<file path="config.mk">
export PLATFORM = sky130hd
export DESIGN_NAME = spi_target_controller_flat
export DESIGN_NICKNAME = d
export VERILOG_FILES = /design/src/rtl/spi_target_controller_pkg.sv /design/src/rtl/spi_target_controller_if.sv /design/src/rtl/spi_target_controller_fifo.sv /design/src/rtl/spi_target_controller_shifter.sv /design/src/rtl/spi_target_controller.sv /design/src/flat_wrapper.sv
export SDC_FILE = /design/constraint.sdc
export NUM_CORES = 1
export LEC_CHECK = 0
export CORE_ASPECT_RATIO = 1.25
export CORE_UTILIZATION = 55
export CTS_BUF_LIST = sky130_fd_sc_hd__clkbuf_8
export CTS_CLUSTER_SIZE = 8
export DETAILED_ROUTE_END_ITERATION = 8
export MAX_ROUTING_LAYER = met4
export PLACE_DENSITY = 0.74
export SLEW_MARGIN = 0
export SYNTH_ARGS = -nofsm -noshare
export SYNTH_HDL_FRONTEND = slang
export SYNTH_SLANG_ARGS = --single-unit
</file>
<file path="constraint.sdc">
create_clock -name clk -period 4.75 [get_ports clk]
set_clock_uncertainty 0.15 [all_clocks]
set_input_delay 0.7125 -clock clk [delete_from_list [all_inputs] [get_ports clk]]
set_output_delay 0.7125 -clock clk [all_outputs]
set_load 0.05 [all_outputs]
</file>
<file path="src/rtl/spi_target_controller_pkg.sv">
// Shared types and constants for the SPI target controller and its shifter.
package spi_pkg;

    localparam int SPI_BYTE_W = 8;
    localparam int SPI_CNT_W  = $clog2(SPI_BYTE_W);
    localparam logic [SPI_BYTE_W-1:0] SPI_FILL_BYTE_DFLT = 8'hFF;

    typedef enum logic [0:0] {
        IDLE  = 1'b0,
        SHIFT = 1'b1
    } spi_tgt_state_e;

    typedef struct packed {
        logic rise;
        logic fall;
    } spi_edge_t;

    function automatic spi_edge_t spi_edge(input logic cur, input logic prev);
        spi_edge_t e;
        e.rise = cur & ~prev;
        e.fall = ~cur & prev;
        return e;
    endfunction

endpackage

</file>
<file path="src/rtl/spi_target_controller_if.sv">
// Host-side byte bus of the SPI target controller (TX/RX FIFO access and status).
interface spi_target_controller_if;
    import spi_pkg::*;

    logic                  i_wr;
    logic [SPI_BYTE_W-1:0] i_din;
    logic                  i_rd;
    logic                  i_clr_flags;
    logic [SPI_BYTE_W-1:0] o_dout;
    logic                  o_data_avail;
    logic                  o_tx_empty;
    logic                  o_tx_full;
    logic                  o_busy;
    logic                  o_underflow;
    logic                  o_overflow;

    modport slave (
        input  i_wr, i_din, i_rd, i_clr_flags,
        output o_dout, o_data_avail, o_tx_empty, o_tx_full, o_busy, o_underflow, o_overflow
    );

    modport master (
        output i_wr, i_din, i_rd, i_clr_flags,
        input  o_dout, o_data_avail, o_tx_empty, o_tx_full, o_busy, o_underflow, o_overflow
    );

endinterface

</file>
<file path="src/rtl/spi_target_controller_fifo.sv">
// Standard synchronous FIFO; head is visible combinationally, status derives from a registered count.
module spi_sync_fifo #(
    parameter int DEPTH_LOG2 = 4,
    parameter int WIDTH      = 8
) (
    input  logic             clk,
    input  logic             rst,
    input  logic             i_push,
    input  logic [WIDTH-1:0] i_data,
    input  logic             i_pop,
    output logic [WIDTH-1:0] o_head,
    output logic             o_empty,
    output logic             o_full
);

    localparam int DEPTH = 1 << DEPTH_LOG2;
    localparam logic [DEPTH_LOG2-1:0] PTR_ONE = 1;
    localparam logic [DEPTH_LOG2:0]   CNT_ONE = 1;

    logic [WIDTH-1:0]      r_mem [DEPTH];
    logic [DEPTH_LOG2-1:0] r_wptr;
    logic [DEPTH_LOG2-1:0] r_rptr;
    logic [DEPTH_LOG2:0]   r_count;
    logic                  w_push;
    logic                  w_pop;

    assign o_empty = (r_count == '0);
    assign o_full  = r_count[DEPTH_LOG2];
    assign o_head  = r_mem[r_rptr];
    assign w_pop   = i_pop & ~o_empty;
    // A pop in the same cycle frees the slot, so a push into a full FIFO is still taken.
    assign w_push  = i_push & (~o_full | w_pop);

    always_ff @(posedge clk) begin
        if (w_push) begin
            r_mem[r_wptr] <= i_data;
        end
    end

    always_ff @(posedge clk or posedge rst) begin
        if (rst) begin
            r_wptr  <= '0;
            r_rptr  <= '0;
            r_count <= '0;
        end else begin
            if (w_push) begin
                r_wptr <= r_wptr + PTR_ONE;
            end
            if (w_pop) begin
                r_rptr <= r_rptr + PTR_ONE;
            end
            case ({w_push, w_pop})
                2'b10:   r_count <= r_count + CNT_ONE;
                2'b01:   r_count <= r_count - CNT_ONE;
                default: r_count <= r_count;
            endcase
        end
    end

endmodule

</file>
<file path="src/rtl/spi_target_controller_shifter.sv">
// Oversampled SPI target shifter: pin synchronizers, edge detect, bit counter, shift registers, FSM.
// SPI_TGT_MODE_SEL_EN adds i_cpol/i_cpha; without it the shifter is fixed to mode 0.
module spi_target_shifter
    import spi_pkg::*;
#(
    parameter logic [SPI_BYTE_W-1:0] FILL_BYTE = SPI_FILL_BYTE_DFLT
) (
    input  logic                  clk,
    input  logic                  rst,
    input  logic                  i_sck,
    input  logic                  i_cs_n,
    input  logic                  i_mosi,
`ifdef SPI_TGT_MODE_SEL_EN
    input  logic                  i_cpol,
    input  logic                  i_cpha,
`endif
    input  logic                  i_tx_empty,
    input  logic [SPI_BYTE_W-1:0] i_tx_byte,
    output logic                  o_tx_load_req,
    output logic                  o_underflow_set,
    output logic                  o_rx_push,
    output logic [SPI_BYTE_W-1:0] o_rx_byte,
    output logic                  o_busy,
    output logic                  o_miso,
    output logic                  o_miso_oe
);

    localparam logic [SPI_CNT_W-1:0] LAST_BIT = SPI_CNT_W'(SPI_BYTE_W - 1);
    localparam logic [SPI_CNT_W-1:0] CNT_ONE  = 1;

    logic [2:0]            r_sck_s;
    logic [1:0]            r_cs_s;
    logic                  r_cs_prev;
    logic [1:0]            r_mosi_s;
    spi_tgt_state_e        r_state;
    logic [SPI_CNT_W-1:0]  r_bit_cnt;
    logic [SPI_BYTE_W-1:0] r_tx_sr;
    logic [SPI_BYTE_W-2:0] r_rx_sr;
    logic                  r_fill_pend;

    spi_tgt_state_e        w_state_nx;
    logic [SPI_CNT_W-1:0]  w_bit_cnt_nx;
    logic [SPI_BYTE_W-1:0] w_tx_sr_nx;
    logic [SPI_BYTE_W-2:0] w_rx_sr_nx;
    logic                  w_fill_pend_nx;
    logic                  w_load;
    logic                  w_under;
    logic                  w_push;
    spi_edge_t             w_sck_e;
    spi_edge_t             w_cs_e;
    logic                  w_mosi;
    logic                  w_cpol;
    logic                  w_cpha;
    logic                  w_lead;
    logic                  w_trail;
    logic                  w_sample;
    logic                  w_drive;

`ifdef SPI_TGT_MODE_SEL_EN
    assign w_cpol = i_cpol;
    assign w_cpha = i_cpha;
`else
    assign w_cpol = 1'b0;
    assign w_cpha = 1'b0;
`endif

    assign w_sck_e  = spi_edge(r_sck_s[1], r_sck_s[2]);
    assign w_cs_e   = spi_edge(r_cs_s[1], r_cs_prev);
    assign w_mosi   = r_mosi_s[1];
    assign w_lead   = w_cpol ? w_sck_e.fall : w_sck_e.rise;
    assign w_trail  = w_cpol ? w_sck_e.rise : w_sck_e.fall;
    assign w_sample = w_cpha ? w_trail : w_lead;
    assign w_drive  = w_cpha ? w_lead : w_trail;

    // Reloads happen right after the 8th sample; a FILL_BYTE reload only counts as
    // underflow once the master actually starts clocking that byte.
    always_comb begin
        w_state_nx     = r_state;
        w_bit_cnt_nx   = r_bit_cnt;
        w_tx_sr_nx     = r_tx_sr;
        w_rx_sr_nx     = r_rx_sr;
        w_fill_pend_nx = r_fill_pend;
        w_load         = 1'b0;
        w_under        = 1'b0;
        w_push         = 1'b0;
        unique case (r_state)
            IDLE: begin
                w_bit_cnt_nx   = '0;
                w_fill_pend_nx = 1'b0;
                if (w_cs_e.fall) begin
                    w_state_nx = SHIFT;
                    if (!w_cpha) begin
                        w_load  = 1'b1;
                        w_under = i_tx_empty;
                    end
                end
            end
            SHIFT: begin
                if (w_cs_e.rise) begin
                    w_state_nx     = IDLE;
                    w_bit_cnt_nx   = '0;
                    w_fill_pend_nx = 1'b0;
                end else if (w_sample) begin
                    w_rx_sr_nx = {r_rx_sr[SPI_BYTE_W-3:0], w_mosi};
                    if (r_bit_cnt == '0 && r_fill_pend) begin
                        w_under        = 1'b1;
                        w_fill_pend_nx = 1'b0;
                    end
                    if (r_bit_cnt == LAST_BIT) begin
                        w_push       = 1'b1;
                        w_bit_cnt_nx = '0;
                        if (!w_cpha) begin
                            w_load         = 1'b1;
                            w_fill_pend_nx = i_tx_empty;
                        end
                    end else begin
                        w_bit_cnt_nx = r_bit_cnt + CNT_ONE;
                    end
                end else if (w_drive) begin
                    if (r_bit_cnt == '0) begin
                        if (w_cpha) begin
                            w_load  = 1'b1;
                            w_under = i_tx_empty;
                        end
                    end else begin
                        w_tx_sr_nx = {r_tx_sr[SPI_BYTE_W-2:0], 1'b0};
                    end
                end
            end
        endcase
        if (w_load) begin
            w_tx_sr_nx = i_tx_empty ? FILL_BYTE : i_tx_byte;
        end
    end

    // cs_n synchronizer resets low so a cs_n held low across reset never looks like a new frame.
    always_ff @(posedge clk or posedge rst) begin
        if (rst) begin
            r_sck_s     <= '0;
            r_cs_s      <= '0;
            r_cs_prev   <= 1'b0;
            r_mosi_s    <= '0;
            r_state     <= IDLE;
            r_bit_cnt   <= '0;
            r_tx_sr     <= '0;
            r_rx_sr     <= '0;
            r_fill_pend <= 1'b0;
        end else begin
            r_sck_s     <= {r_sck_s[1:0], i_sck};
            r_cs_s      <= {r_cs_s[0], i_cs_n};
            r_cs_prev   <= r_cs_s[1];
            r_mosi_s    <= {r_mosi_s[0], i_mosi};
            r_state     <= w_state_nx;
            r_bit_cnt   <= w_bit_cnt_nx;
            r_tx_sr     <= w_tx_sr_nx;
            r_rx_sr     <= w_rx_sr_nx;
            r_fill_pend <= w_fill_pend_nx;
        end
    end

    assign o_tx_load_req   = w_load;
    assign o_underflow_set = w_under;
    assign o_rx_push       = w_push;
    assign o_rx_byte       = {r_rx_sr, w_mosi};
    assign o_busy          = (r_state == SHIFT);
    assign o_miso_oe       = (r_state == SHIFT);
    assign o_miso          = r_tx_sr[SPI_BYTE_W-1];

endmodule

</file>
<file path="src/rtl/spi_target_controller.sv">
// SPI target endpoint: shifter plus TX/RX byte FIFOs and sticky underflow/overflow flags.
// SPI_TGT_MODE_SEL_EN adds i_cpol/i_cpha mode-select ports; default build is mode 0 only.
module spi_target_controller
    import spi_pkg::*;
#(
    parameter int                    DEPTH_LOG2 = 4,
    parameter logic [SPI_BYTE_W-1:0] FILL_BYTE  = SPI_FILL_BYTE_DFLT
) (
    input  logic                         clk,
    input  logic                         rst,
    spi_target_controller_if.slave       bus,
    input  logic                         i_sck,
    input  logic                         i_cs_n,
    input  logic                         i_mosi,
`ifdef SPI_TGT_MODE_SEL_EN
    input  logic                         i_cpol,
    input  logic                         i_cpha,
`endif
    output logic                         o_miso,
    output logic                         o_miso_oe
);

    logic [SPI_BYTE_W-1:0] w_tx_head;
    logic                  w_tx_empty;
    logic                  w_tx_full;
    logic                  w_tx_load;
    logic                  w_under_set;
    logic                  w_rx_push;
    logic [SPI_BYTE_W-1:0] w_rx_byte;
    logic [SPI_BYTE_W-1:0] w_rx_head;
    logic                  w_rx_empty;
    logic                  w_rx_full;
    logic                  w_rx_pop;
    logic                  w_over_set;
    logic                  w_busy;
    logic [SPI_BYTE_W-1:0] r_dout;
    logic                  r_underflow;
    logic                  r_overflow;

    spi_target_shifter #(
        .FILL_BYTE (FILL_BYTE)
    ) u_shifter (
        .clk             (clk),
        .rst             (rst),
        .i_sck           (i_sck),
        .i_cs_n          (i_cs_n),
        .i_mosi          (i_mosi),
`ifdef SPI_TGT_MODE_SEL_EN
        .i_cpol          (i_cpol),
        .i_cpha          (i_cpha),
`endif
        .i_tx_empty      (w_tx_empty),
        .i_tx_byte       (w_tx_head),
        .o_tx_load_req   (w_tx_load),
        .o_underflow_set (w_under_set),
        .o_rx_push       (w_rx_push),
        .o_rx_byte       (w_rx_byte),
        .o_busy          (w_busy),
        .o_miso          (o_miso),
        .o_miso_oe       (o_miso_oe)
    );

    spi_sync_fifo #(
        .DEPTH_LOG2 (DEPTH_LOG2),
        .WIDTH      (SPI_BYTE_W)
    ) u_tx_fifo (
        .clk     (clk),
        .rst     (rst),
        .i_push  (bus.i_wr),
        .i_data  (bus.i_din),
        .i_pop   (w_tx_load),
        .o_head  (w_tx_head),
        .o_empty (w_tx_empty),
        .o_full  (w_tx_full)
    );

    spi_sync_fifo #(
        .DEPTH_LOG2 (DEPTH_LOG2),
        .WIDTH      (SPI_BYTE_W)
    ) u_rx_fifo (
        .clk     (clk),
        .rst     (rst),
        .i_push  (w_rx_push),
        .i_data  (w_rx_byte),
        .i_pop   (w_rx_pop),
        .o_head  (w_rx_head),
        .o_empty (w_rx_empty),
        .o_full  (w_rx_full)
    );

    assign w_rx_pop   = bus.i_rd & ~w_rx_empty;
    assign w_over_set = w_rx_push & w_rx_full & ~w_rx_pop;

    // A new error in the same cycle as clr_flags leaves the flag set.
    always_ff @(posedge clk or posedge rst) begin
        if (rst) begin
            r_dout      <= '0;
            r_underflow <= 1'b0;
            r_overflow  <= 1'b0;
        end else begin
            if (w_rx_pop) begin
                r_dout <= w_rx_head;
            end
            r_underflow <= w_under_set | (r_underflow & ~bus.i_clr_flags);
            r_overflow  <= w_over_set | (r_overflow & ~bus.i_clr_flags);
        end
    end

    assign bus.o_dout       = r_dout;
    assign bus.o_data_avail = ~w_rx_empty;
    assign bus.o_tx_empty   = w_tx_empty;
    assign bus.o_tx_full    = w_tx_full;
    assign bus.o_busy       = w_busy;
    assign bus.o_underflow  = r_underflow;
    assign bus.o_overflow   = r_overflow;

endmodule

</file>
<file path="src/flat_wrapper.sv">
// flat-port wrapper written by rule: the top's interface ports become plain ports
module spi_target_controller_flat import spi_pkg::*;
#(
    parameter int                    DEPTH_LOG2 = 4,
    parameter logic [SPI_BYTE_W-1:0] FILL_BYTE  = SPI_FILL_BYTE_DFLT
)
  (clk, rst, i_sck, i_cs_n, i_mosi, o_miso, o_miso_oe, bus_i_wr, bus_i_din, bus_i_rd, bus_i_clr_flags, bus_o_dout, bus_o_data_avail, bus_o_tx_empty, bus_o_tx_full, bus_o_busy, bus_o_underflow, bus_o_overflow);
  spi_target_controller_if bus_i ();
  input  logic clk;
  input  logic rst;
  input  logic i_sck;
  input  logic i_cs_n;
  input  logic i_mosi;
  output logic o_miso;
  output logic o_miso_oe;
  input wire logic [$bits(bus_i.i_wr)-1:0] bus_i_wr;
  input wire logic [$bits(bus_i.i_din)-1:0] bus_i_din;
  input wire logic [$bits(bus_i.i_rd)-1:0] bus_i_rd;
  input wire logic [$bits(bus_i.i_clr_flags)-1:0] bus_i_clr_flags;
  output wire logic [$bits(bus_i.o_dout)-1:0] bus_o_dout;
  output wire logic [$bits(bus_i.o_data_avail)-1:0] bus_o_data_avail;
  output wire logic [$bits(bus_i.o_tx_empty)-1:0] bus_o_tx_empty;
  output wire logic [$bits(bus_i.o_tx_full)-1:0] bus_o_tx_full;
  output wire logic [$bits(bus_i.o_busy)-1:0] bus_o_busy;
  output wire logic [$bits(bus_i.o_underflow)-1:0] bus_o_underflow;
  output wire logic [$bits(bus_i.o_overflow)-1:0] bus_o_overflow;
  assign bus_i.i_wr = bus_i_wr;
  assign bus_i.i_din = bus_i_din;
  assign bus_i.i_rd = bus_i_rd;
  assign bus_i.i_clr_flags = bus_i_clr_flags;
  assign bus_o_dout = bus_i.o_dout;
  assign bus_o_data_avail = bus_i.o_data_avail;
  assign bus_o_tx_empty = bus_i.o_tx_empty;
  assign bus_o_tx_full = bus_i.o_tx_full;
  assign bus_o_busy = bus_i.o_busy;
  assign bus_o_underflow = bus_i.o_underflow;
  assign bus_o_overflow = bus_i.o_overflow;
  spi_target_controller #(.DEPTH_LOG2(DEPTH_LOG2), .FILL_BYTE(FILL_BYTE)) u_core (.clk(clk), .rst(rst), .bus(bus_i), .i_sck(i_sck), .i_cs_n(i_cs_n), .i_mosi(i_mosi), .o_miso(o_miso), .o_miso_oe(o_miso_oe));
endmodule
</file>
==> impl_metrics.csv, run 1 <==
group,metric,value,unit
floorplanning,core-area,23000,µm²
logic_synthesis,synth_ff_type,"edfxtp_1",
global_route,grt_max_degree,49,
final_layout,area_growth_syn_to_layout,10.6,%
global_route,grt_pass1_vias,7103,
final_layout,diodes,0,
placement,io_buffers,31,
cts,htree_levels,2,
logic_synthesis,synth_warnings,0,
cts,postCtsResizedCells,0,
pwr,power_density,535,nW/µm²
drt,post-route-drc-count,0,
cts,root_buffer,"clkbuf_8",
logic_synthesis,synth_cell_types,48,
placement,dp.cells,1015,
timing,finalSetupViolCount,0,
placement,gp_congestion,0.810,
floorplanning,fp-row-count,62,
timing,maxSlewHeadroom,26.2,%
global_route,grtUsageTotal,22.4,%
logic_synthesis,synth-seq-area-share,71.5,%
worst_setup_path,reg2regPathDepth,11,
global_route,grt-ovfl-total,0,
worst_setup_path,rrSetupSlack,1.13,ns
pwr,p_comb_share,24.4,%
floorplanning,die_area,24200,µm²
cts,cts_tree,"yes",
timing,fin_crit,3.62,ns
worst_setup_path,worst-setup-path-type,"flip-flop to flip-flop",
drt,post_drt_wl_per_cell,22.8,µm
pwr,power_frac_clock,25.5,%
worst_setup_path,endpoint,"u_core.u_rx_fifo.r_count[4]",
logic_synthesis,yosys_register_bits,320,
timing,max_freq,0.276,GHz
pwr,p_sw,0.00239,W
floorplanning,die_h,174,µm
logic_synthesis,synthArstFlopShare,20.0,%
timing,hold_viol,0,
logic_synthesis,synth_nets,764,
drt,viasPerCell,5.97,
cts,cts_sinks,320,
pwr,swShare,31.1,%
global_route,antenna_found_initial,0,
worst_setup_path,cp-end-kind,"flip-flop",
worst_setup_path,timing.rr.end,"u_core.u_rx_fifo.r_count[4]",
worst_setup_path,cp-start-kind,"flip-flop",
cts,clk_latency,0.56,ns
drt,wl,25.0,mm
cts,cts_buffers,49,
logic_synthesis,avgSynthCellArea,17.9,µm²
logic_synthesis,synth_area,13000,µm²
pwr,p_int,0.00529,W
timing,tightest_slew,1.11,ns
drt,dr.pass1.iters,5,
min_path,hold_class,"flip-flop to flip-flop",
timing,fin_tns_setup,0,ns
timing,rsz0062_at_grt,"no",
cts,cts_setup_buffers,0,
drt,antenna_left,0,
timing,slew_violations,0,
logic_synthesis,synth_edf_count,256,
drt,vias,6558,
floorplanning,die_w,139,µm
pwr,power_frac_seq,50.1,%
cts,postCtsHoldBufs,0,
pwr,p_leak,5.21,nW
logic_synthesis,syn_inst,726,
floorplanning,initial_core_util,56.4,%
worst_setup_path,crit_path_start,"u_core.u_shifter.r_sck_s[1]",
flow_run,drv_cap,0,
placement,dp_hpwl,16.3,mm
final_layout,fillers,1590,
outcome,status,"complete, no violations",
global_route,grt_pass1_wl,39.2,mm
worst_setup_path,critPathRequiredTime,5.04,ns
cts,clock_path_buffers,3,
worst_setup_path,r2r-start,"u_core.u_shifter.r_sck_s[1]",
cts,clkTransAtPathRegs,0.06,ns
worst_setup_path,arrival,3.90,ns
drt,drt-initial-drc-count,397,
floorplanning,io_pins,32,
final_layout,final_cells,1098,
final_layout,nets,816,
worst_setup_path,crit_fanout,12,
timing,fin_crit_sh,76.2,%
final_layout,layout-drive-gt1-share,15.8,%
pwr,peakVddDrop,258,µV
## per-layer routing
layer	global-route usage, %	routed length [µm]
met5	-	0
met4	10.0	850
met3	3.81	1100
met2	39.6	13600
met1	24.7	9390
## cells in the mapped netlist (2+ instances only)
| cell type | count | share of area (%) |
|---|---|---|
| a32oi_1 | 8 | 0.54 |
| mux2_2 | 10 | 0.87 |
| a21o_1 | 10 | 0.58 |
| a22oi_1 | 7 | 0.40 |
| o21ai_0 | 9 | 0.35 |
| a221o_1 | 8 | 0.62 |
| nand2b_1 | 5 | 0.24 |
| buf_6 | 2 | 0.17 |
| edfxtp_1 | 256 | 59 |
| nor2_1 | 10 | 0.29 |
| clkbuf_1 | 20 | 0.58 |
| ha_1 | 21 | 2.0 |
| a21oi_1 | 6 | 0.23 |
| dfrtp_1 | 64 | 12 |
| inv_1 | 15 | 0.43 |
| xor2_1 | 9 | 0.61 |
| nor2b_1 | 6 | 0.29 |
| a22o_1 | 2 | 0.13 |
| mux2i_1 | 32 | 2.5 |
| and4b_1 | 4 | 0.31 |
| and2_1 | 14 | 0.67 |
| or2_2 | 2 | 0.096 |
| nand2_1 | 59 | 1.7 |
| xnor2_1 | 14 | 0.94 |
| buf_4 | 6 | 0.35 |
| nand3_1 | 4 | 0.15 |
| a31oi_1 | 2 | 0.096 |
| buf_2 | 4 | 0.15 |
| nand4_1 | 5 | 0.24 |
| o211ai_1 | 7 | 0.40 |
| mux4_1 | 8 | 1.6 |
| nor3_1 | 11 | 0.42 |
| mux4_2 | 48 | 8.3 |
| buf_1 | 5 | 0.14 |
| o22ai_1 | 2 | 0.096 |
| and3_1 | 19 | 0.92 |
## cells by family after synthesis
group | count (synthesis) | share of synthesized area, %
fa+ha+maj | 22 | 2.18
mux | 98 | 13.3
simple gates | 143 | 5.63
xor+xnor | 23 | 1.55
compound gates | 67 | 3.84
flops | 320 | 71.5
buf+inv | 53 | 1.99
## critical path, stage by stage, from the launching register on
cell and delay, ns:
dfrtp_1 0.38, nor2b_1 0.32, and3_1 0.48, and3_1 0.44, inv_1 0.14, ha_1 0.32
fa_1 0.50, a21o_1 0.21, a21oi_1 0.19, xor2_1 0.16, nor2_1 0.07, xor2_1 0.15
## flip-flops by register name, indices dropped and copies added (netlist names), 5 cells and up
register and cells:
u_core.bus.o_dout 8, u_core.u_rx_fifo.r_count 5, u_core.u_rx_fifo.r_mem 128, u_core.u_shifter.r_rx_sr 7, u_core.u_shifter.r_tx_sr 8, u_core.u_tx_fifo.r_count 5
u_core.u_tx_fifo.r_mem 128
## final cells by class
cell class,count,area (µm²),share of cell area (%)
clock buffers,52,716,4.99
clock inverters,31,123,0.854
inverters,15,56.3,0.392
multi-input cells,353,3440,23.9
flip-flops and latches,320,9290,64.7
well taps,288,360,2.51
repair buffers,39,370,2.58
## power by group through the flow
| stage | sequential [W] | combinational, W | clock, W |
|---|---|---|---|
| finish | 0.00385 | 0.00188 | 0.00196 |
| global route | 0.00391 | 0.00202 | 0.00213 |
| CTS | 0.00386 | 0.00190 | 0.00201 |
| detailed placement | 0.00391 | 0.00190 | 0 |
| global placement | 0.00388 | 0.00183 | 0 |
| floorplan | 0.00373 | 0.00149 | 0 |
## worst min path at each step
stage / from / to / cells past startpoint
6_report: u_core.u_shifter.r_sck_s[0] / u_core.u_shifter.r_sck_s[1] / 0
3_5_place_dp: u_core.u_shifter.r_sck_s[0] / u_core.u_shifter.r_sck_s[1] / 0
2_1_floorplan: u_core.u_shifter.r_cs_s[0] / u_core.u_shifter.r_cs_s[1] / 0
5_1_grt: u_core.u_shifter.r_mosi_s[0] / u_core.u_shifter.r_mosi_s[1] / 0
4_1_cts: u_core.u_shifter.r_sck_s[0] / u_core.u_shifter.r_sck_s[1] / 0
3_3_place_gp: u_core.u_shifter.r_cs_s[0] / u_core.u_shifter.r_cs_s[1] / 0
## metrics by stage
stage,hold WS [ns],setup slack (ns),instance area (µm²),total power [W],utilization (%)
floorplan,0.181,0.883,13000,0.00522,-
global placement,0.183,1.04,13500,0.00571,58.7
detailed placement,0.186,0.922,13500,0.00581,58.7
CTS,0.191,1.14,14400,0.00777,62.3
global route,0.205,0.850,14400,0.00805,62.3
finish,0.186,1.13,14400,0.00768,62.3
## cell usage in the layout, fill, tap and decap left out, types with 11 or more instances in the layout
master / n
edfxtp_1: 256
dfrtp_1: 62
nand2_1: 59
clkbuf_8: 52
mux4_2: 48
inv_1: 39
mux2i_1: 32
clkdlybuf4s50_1: 31
ha_1: 21
and3_1: 19
and2_1: 14
xnor2_1: 14
nor3_1: 11
No activity file was read; power rests on OpenSTA's default activity.
==> run 2: changes to the inputs <==
--- a/config.mk
+++ b/config.mk
@@ -11,7 +11,7 @@
 export CTS_CLUSTER_SIZE = 8
 export DETAILED_ROUTE_END_ITERATION = 8
 export MAX_ROUTING_LAYER = met4
-export PLACE_DENSITY = 0.74
+export PLACE_DENSITY = 0.77
 export SLEW_MARGIN = 0
 export SYNTH_ARGS = -nofsm -noshare
 export SYNTH_HDL_FRONTEND = slang
==> constraint.sdc (replaced) <==
create_clock -name clk -period 3 [get_ports clk]
set_clock_uncertainty 0.15 [all_clocks]
set_input_delay 0.45 -clock clk [delete_from_list [all_inputs] [get_ports clk]]
set_output_delay 0.45 -clock clk [all_outputs]
set_load 0.05 [all_outputs]
==> run 2 against run 1 <==
Compared with the run above: non-clock buffer count up 20; flip-flop and latch count unchanged; sequential power up 55%; worst hold slack worse by 0.071 ns; critical path type unchanged; design area up 2.3%; cell count up 2.3%; die area unchanged; fmax up 24%; via count up 2.7%; combinational power up 77%; global-route usage up 0.45 points.
==> impl_metrics.csv, run 2 (synthesis results as in run 1) <==
group,metric,value,unit
placement,io_buffers,31,
cts,root_buffer,"clkbuf_8",
pwr,fin_total_pwr,0.0125,W
floorplanning,die_area,24200,µm²
worst_setup_path,crit_fanout,6,
cts,clock_path_buffers,3,
floorplanning,die_w,139,µm
drt,antenna_left,0,
timing,maxSlewHeadroom,40.7,%
timing,rsz0062_at_grt,"yes",
worst_setup_path,rrSetupSlack,0.08,ns
pwr,peakVddDrop,507,µV
cts,postCtsHoldBufs,0,
worst_setup_path,worst-setup-path-type,"flip-flop to flip-flop",
global_route,grtUsageTotal,22.8,%
timing,hold_viol,0,
floorplanning,core-area,23000,µm²
cts,clkTransAtPathRegs,0.06,ns
global_route,grt_pass1_wl,40.4,mm
global_route,antenna_found_initial,0,
floorplanning,die_h,174,µm
cts,cts_sinks,320,
worst_setup_path,cp-end-kind,"flip-flop",
timing,fin_crit_sh,97.2,%
global_route,grt-ovfl-total,0,
pwr,power_density,853,nW/µm²
worst_setup_path,cp-start-kind,"flip-flop",
final_layout,final_cell_mix,"edfxtp_1, dfrtp_1, nand2_1",
min_path,hold_class,"primary input to asynchronous set/reset pin",
cts,cts_buffers,48,
cts,clk_latency,0.57,ns
outcome,status,"complete, no violations",
global_route,grt_pass1_vias,7126,
floorplanning,initial_core_util,56.4,%
worst_setup_path,arrival,3.26,ns
timing,fin_crit,2.92,ns
worst_setup_path,r2r-start,"u_core.u_shifter.r_bit_cnt[1]",
worst_setup_path,critPathRequiredTime,3.34,ns
timing,tightest_slew,0.890,ns
pwr,p_leak,5.37,nW
drt,wl,25.6,mm
final_layout,area_growth_syn_to_layout,13.1,%
placement,gp_congestion,0.871,
final_layout,nets,835,
timing,slew_violations,0,
final_layout,reg_top3,"u_core.u_rx_fifo.r_mem x128, u_core.u_tx_fifo.r_mem x128",
final_layout,fillers,1545,
floorplanning,fp-row-count,62,
flow_run,drv_cap,0,
drt,drt-initial-drc-count,516,
final_layout,layout-drive-gt1-share,19.5,%
floorplanning,io_pins,32,
final_layout,final_common_cell,"edfxtp_1",
worst_setup_path,crit_path_start,"u_core.u_shifter.r_bit_cnt[1]",
timing,max_freq,0.343,GHz
global_route,grt_max_degree,45,
cts,cts_tree,"yes",
cts,htree_levels,2,
drt,viasPerCell,6.00,
final_layout,diodes,0,
drt,post_drt_wl_per_cell,22.8,µm
drt,post-route-drc-count,0,
placement,dp_hpwl,16.9,mm
timing,finalSetupViolCount,0,
drt,vias,6737,
drt,dr.pass1.iters,6,
final_layout,utilization,63.7,%
run 2: changes by cell type in the layout (fill, tap and decap cells not counted), sizes merged:
cell           before  now
buf                 8   28
clkinv              5    2
clkdlybuf4s50      31   30
inv                40   49
clkbuf             52   53
clkinvlp            1    0
run 2: final cells by class:
type	instances	area [µm²]	area share (%)
clock buffer	52	716	4.87
multi-input combinational	353	3530	24.0
tap	288	360	2.45
inverter	15	56.3	0.383
clock inverter	36	161	1.10
sequential	320	9290	63.3
timing repair buffer	59	566	3.85
run 2: metrics by stage:
step | std cells | setup slack (ns) | hold WS (ns) | cell area (µm²) | TNS (ns)
finish | 1123 | 0.0839 | 0.114 | 14700 | 0
global route | 1123 | -0.0558 | 0.143 | 14700 | -0.0558
CTS | 1117 | 0.00970 | 0.128 | 14600 | 0
detailed placement | 1029 | -0.134 | 0.190 | 13700 | -0.207
global placement | 1029 | -0.0202 | 0.202 | 13700 | -0.0202
floorplan | 726 | -0.233 | 0.181 | 13000 | -0.369
run 2: path summary, 6_finish.rpt:
check / to / cells past startpoint
max: u_core.u_tx_fifo.r_count[4] / 14
min: u_core.bus.o_dout[7] / 2
max reg2reg: u_core.u_tx_fifo.r_count[4] / 14
min reg2reg: u_core.u_shifter.r_cs_s[1] / 0
max in group asynchronous: u_core.u_shifter.o_busy / 3
min in group clk: u_core.u_shifter.r_mosi_s[0] / 1
run 2: layer usage:
layer / part of all wire (%) / up-vias / GRT usage [%] / routed length (µm)
met5: 0 / - / - / 0
li1: - / 2988 / - / -
met1: 39 / 3433 / 27.7 / 9980
met3: 5.3 / 64 / 3.98 / 1360
met2: 53 / 252 / 38.5 / 13500
met4: 3.0 / 0 / 8.38 / 766
run 2: critical path, stage by stage (launching register included):
cell      delay (ns)
dfrtp_1         0.42
ha_4            0.17
ha_4            0.17
nand4b_1        0.12
a21o_1          0.26
a31oi_4         0.22
inv_2           0.07
ha_4            0.19
xor2_2          0.14
ha_2            0.21
nor2b_4         0.12
o21ai_1         0.18
a31oi_1         0.11
nor2_1          0.13
xor2_1          0.17
run 2: what timing repair did:
| item | CTS | global route |
|---|---|---|
| gates resized for setup | 4 | 10 |
| pin swaps | 0 | 7 |
| buffers inserted | 0 | 6 |
| hold endpoints to repair | 0 | 0 |
| setup endpoints to repair | 2 | 4 |
run 2: report_power, final:
group          switching, W  internal, W  total, W
combinational       0.00171      0.00163   0.00333
clock               0.00161      0.00161   0.00322
sequential         0.000646      0.00533   0.00598
total               0.00396      0.00857    0.0125
==> run 3: changes to the inputs <==
--- a/config.mk
+++ b/config.mk
@@ -8,6 +8,7 @@
 export CORE_ASPECT_RATIO = 1.25
 export CORE_UTILIZATION = 55
 export CTS_BUF_LIST = sky130_fd_sc_hd__clkbuf_8
+export CTS_CLUSTER_DIAMETER = 50
 export CTS_CLUSTER_SIZE = 8
 export DETAILED_ROUTE_END_ITERATION = 8
 export MAX_ROUTING_LAYER = met4
@@ -16,3 +17,4 @@
 export SYNTH_ARGS = -nofsm -noshare
 export SYNTH_HDL_FRONTEND = slang
 export SYNTH_SLANG_ARGS = --single-unit
+export TNS_END_PERCENT = 5
==> run 3 against run 2 <==
Compared with the run above: routed wire length shrank 3.7%; critical path type unchanged; cell count shrank 0.45%; clock power shrank 8.4%; worst hold slack gained 0.067 ns; sequential share of layout area is 0.55 points higher; register-to-register slack lost 0.02 ns; sequential power shrank 0.7%; largest power group unchanged; worst setup slack worse by 0.024 ns; critical endpoint unchanged.
==> impl_metrics.csv, run 3 (synthesis results as in run 1) <==
group,metric,value,unit
worst_setup_path,rrSetupSlack,0.06,ns
timing,maxSlewHeadroom,47.9,%
timing,fin_crit,2.94,ns
cts,cts_tree,"yes",
worst_setup_path,cp-start-kind,"flip-flop",
floorplanning,die_h,174,µm
global_route,grt-ovfl-total,0,
outcome,status,"complete, no violations",
cts,root_buffer,"clkbuf_8",
floorplanning,core-area,23000,µm²
worst_setup_path,crit_fanout,6,
worst_setup_path,critPathRequiredTime,3.27,ns
worst_setup_path,cp_top_family,"adder cells",
cts,cts_sinks,320,
drt,vias,6679,
final_layout,area_growth_syn_to_layout,12.1,%
final_layout,final_cell_mix,"edfxtp_1, dfrtp_1, nand2_1",
drt,post-route-drc-count,0,
cts,clk_latency,0.56,ns
worst_setup_path,slowest_stage,"dfrtp_1",
final_layout,nets,832,
cts,clock_path_buffers,3,
placement,gp_congestion,0.817,
global_route,antenna_found_initial,0,
final_layout,utilization,63.2,%
timing,hold_viol,0,
pwr,power_frac_seq,48.7,%
drt,viasPerCell,5.97,
placement,dp_hpwl,16.3,mm
floorplanning,fp-row-count,62,
min_path,hold_class,"primary input to flip-flop",
timing,finalSetupViolCount,0,
worst_setup_path,arrival,3.21,ns
worst_setup_path,cp-end-kind,"flip-flop",
drt,post_drt_wl_per_cell,22.0,µm
worst_setup_path,worst-path-buf-inv,1,
pwr,p_sw,0.00383,W
flow_run,drv_cap,0,
final_layout,layout-drive-gt1-share,18.1,%
cts,htree_levels,2,
worst_setup_path,worst-setup-path-type,"flip-flop to flip-flop",
final_layout,diodes,0,
global_route,grt_pass1_wl,38.7,mm
final_layout,reg_top3,"u_core.u_rx_fifo.r_mem x128, u_core.u_tx_fifo.r_mem x128",
global_route,grt_max_degree,35,
pwr,fin_total_pwr,0.0122,W
cts,cts_buffers,45,
pwr,power_frac_clock,24.2,%
floorplanning,initial_core_util,56.4,%
timing,tightest_slew,0.780,ns
pwr,swShare,31.4,%
placement,io_buffers,31,
pwr,p_leak,5.33,nW
worst_setup_path,slowest_delay,0.37,ns
timing,max_freq,0.340,GHz
timing,rsz0062_at_grt,"yes",
global_route,grtUsageTotal,21.9,%
timing,fin_crit_sh,98.0,%
final_layout,fillers,1547,
cts,clkTransAtPathRegs,0.07,ns
pwr,power_density,837,nW/µm²
floorplanning,die_area,24200,µm²
drt,antenna_left,0,
global_route,grt_pass1_vias,7121,
timing,slew_violations,0,
final_layout,final_common_cell,"edfxtp_1",
pwr,p_comb_share,27.1,%
drt,drt-initial-drc-count,445,
floorplanning,io_pins,32,
drt,dr.pass1.iters,5,
drt,wl,24.6,mm
pwr,p_int,0.00836,W
floorplanning,die_w,139,µm
pwr,peakVddDrop,581,µV
worst_setup_path,worstPathCellList,"ha_2 > ha_4 > nand4b_1 > a21o_1 > a31oi_4 > inv_2 > ha_4 > xor2_1 > ha_2 > nor2b_1 > o21ai_2 > a31oi_1 > nor2_1 > xor2_1",
run 3: cell types whose count changed in the layout (fill, tap and decap cells not counted), moves of 2 or more:
cell	change
nand2_2	-2
clkbuf_8	-6
nand2_1	+2
inv_1	+5
run 3: timing repair:
action                                  CTS  global route
endpoints found under the hold margin     0             0
hold buffers                              0             0
buffers inserted                          0             5
gates resized for setup                   4             6
endpoints found under the setup margin    2             1
pin swaps                                 1             4
run 3: stage by stage:
| stage | TNS (ns) | instance area, µm² | hold WS (ns) | cells | setup slack, ns |
|---|---|---|---|---|---|
| 2_1_floorplan | -0.461 | 13000 | 0.181 | 726 | -0.233 |
| 3_3_place_gp | -0.0391 | 13700 | 0.185 | 1030 | -0.0391 |
| 3_5_place_dp | -0.148 | 13700 | 0.189 | 1030 | -0.0923 |
| 4_1_cts | 0 | 14500 | 0.161 | 1113 | 0.0488 |
| 5_1_grt | -0.0423 | 14600 | 0.153 | 1118 | -0.0423 |
| 6_report | 0 | 14600 | 0.181 | 1118 | 0.0599 |
run 3: power by group through the flow:
stage / registers [W] / logic [W] / clock network [W]
after floorplan: 0.00591 / 0.00238 / 0
after global placement: 0.00598 / 0.00321 / 0
after detailed placement: 0.00603 / 0.00330 / 0
after CTS: 0.00594 / 0.00331 / 0.00300
after global routing: 0.00601 / 0.00356 / 0.00318
final: 0.00594 / 0.00330 / 0.00295
run 3: layer usage:
metal / vias up / track usage (%) / share of wire [%] / wire length, µm
met4: 0 / 8.56 / 2.7 / 673
met2: 203 / 38.5 / 55 / 13500
li1: 2993 / - / - / -
met1: 3434 / 24.8 / 38 / 9300
met3: 49 / 3.84 / 4.7 / 1150
met5: - / - / 0 / 0
run 3: final timing paths:
path,start,to,cells past startpoint
min in group asynchronous,rst,u_core.u_shifter.r_cs_s[0],2
max,u_core.u_shifter.r_bit_cnt[1],u_core.u_tx_fifo.r_count[4],14
min,i_cs_n,u_core.u_shifter.r_cs_s[0],1
min reg2reg,u_core.u_shifter.r_sck_s[0],u_core.u_shifter.r_sck_s[1],0
max reg2reg,u_core.u_shifter.r_bit_cnt[1],u_core.u_tx_fifo.r_count[4],14
max in group asynchronous,rst,u_core.u_rx_fifo.r_rptr[0],3
run 3: final cells by class:
type	instances	area (µm²)	area share (%)
sequential	320	9290	63.8
clock buffer	46	633	4.35
clock inverter	37	144	0.988
inverter	15	56.3	0.387
tap	288	360	2.48
timing repair buffer	59	557	3.82
multi-input combinational	353	3510	24.1
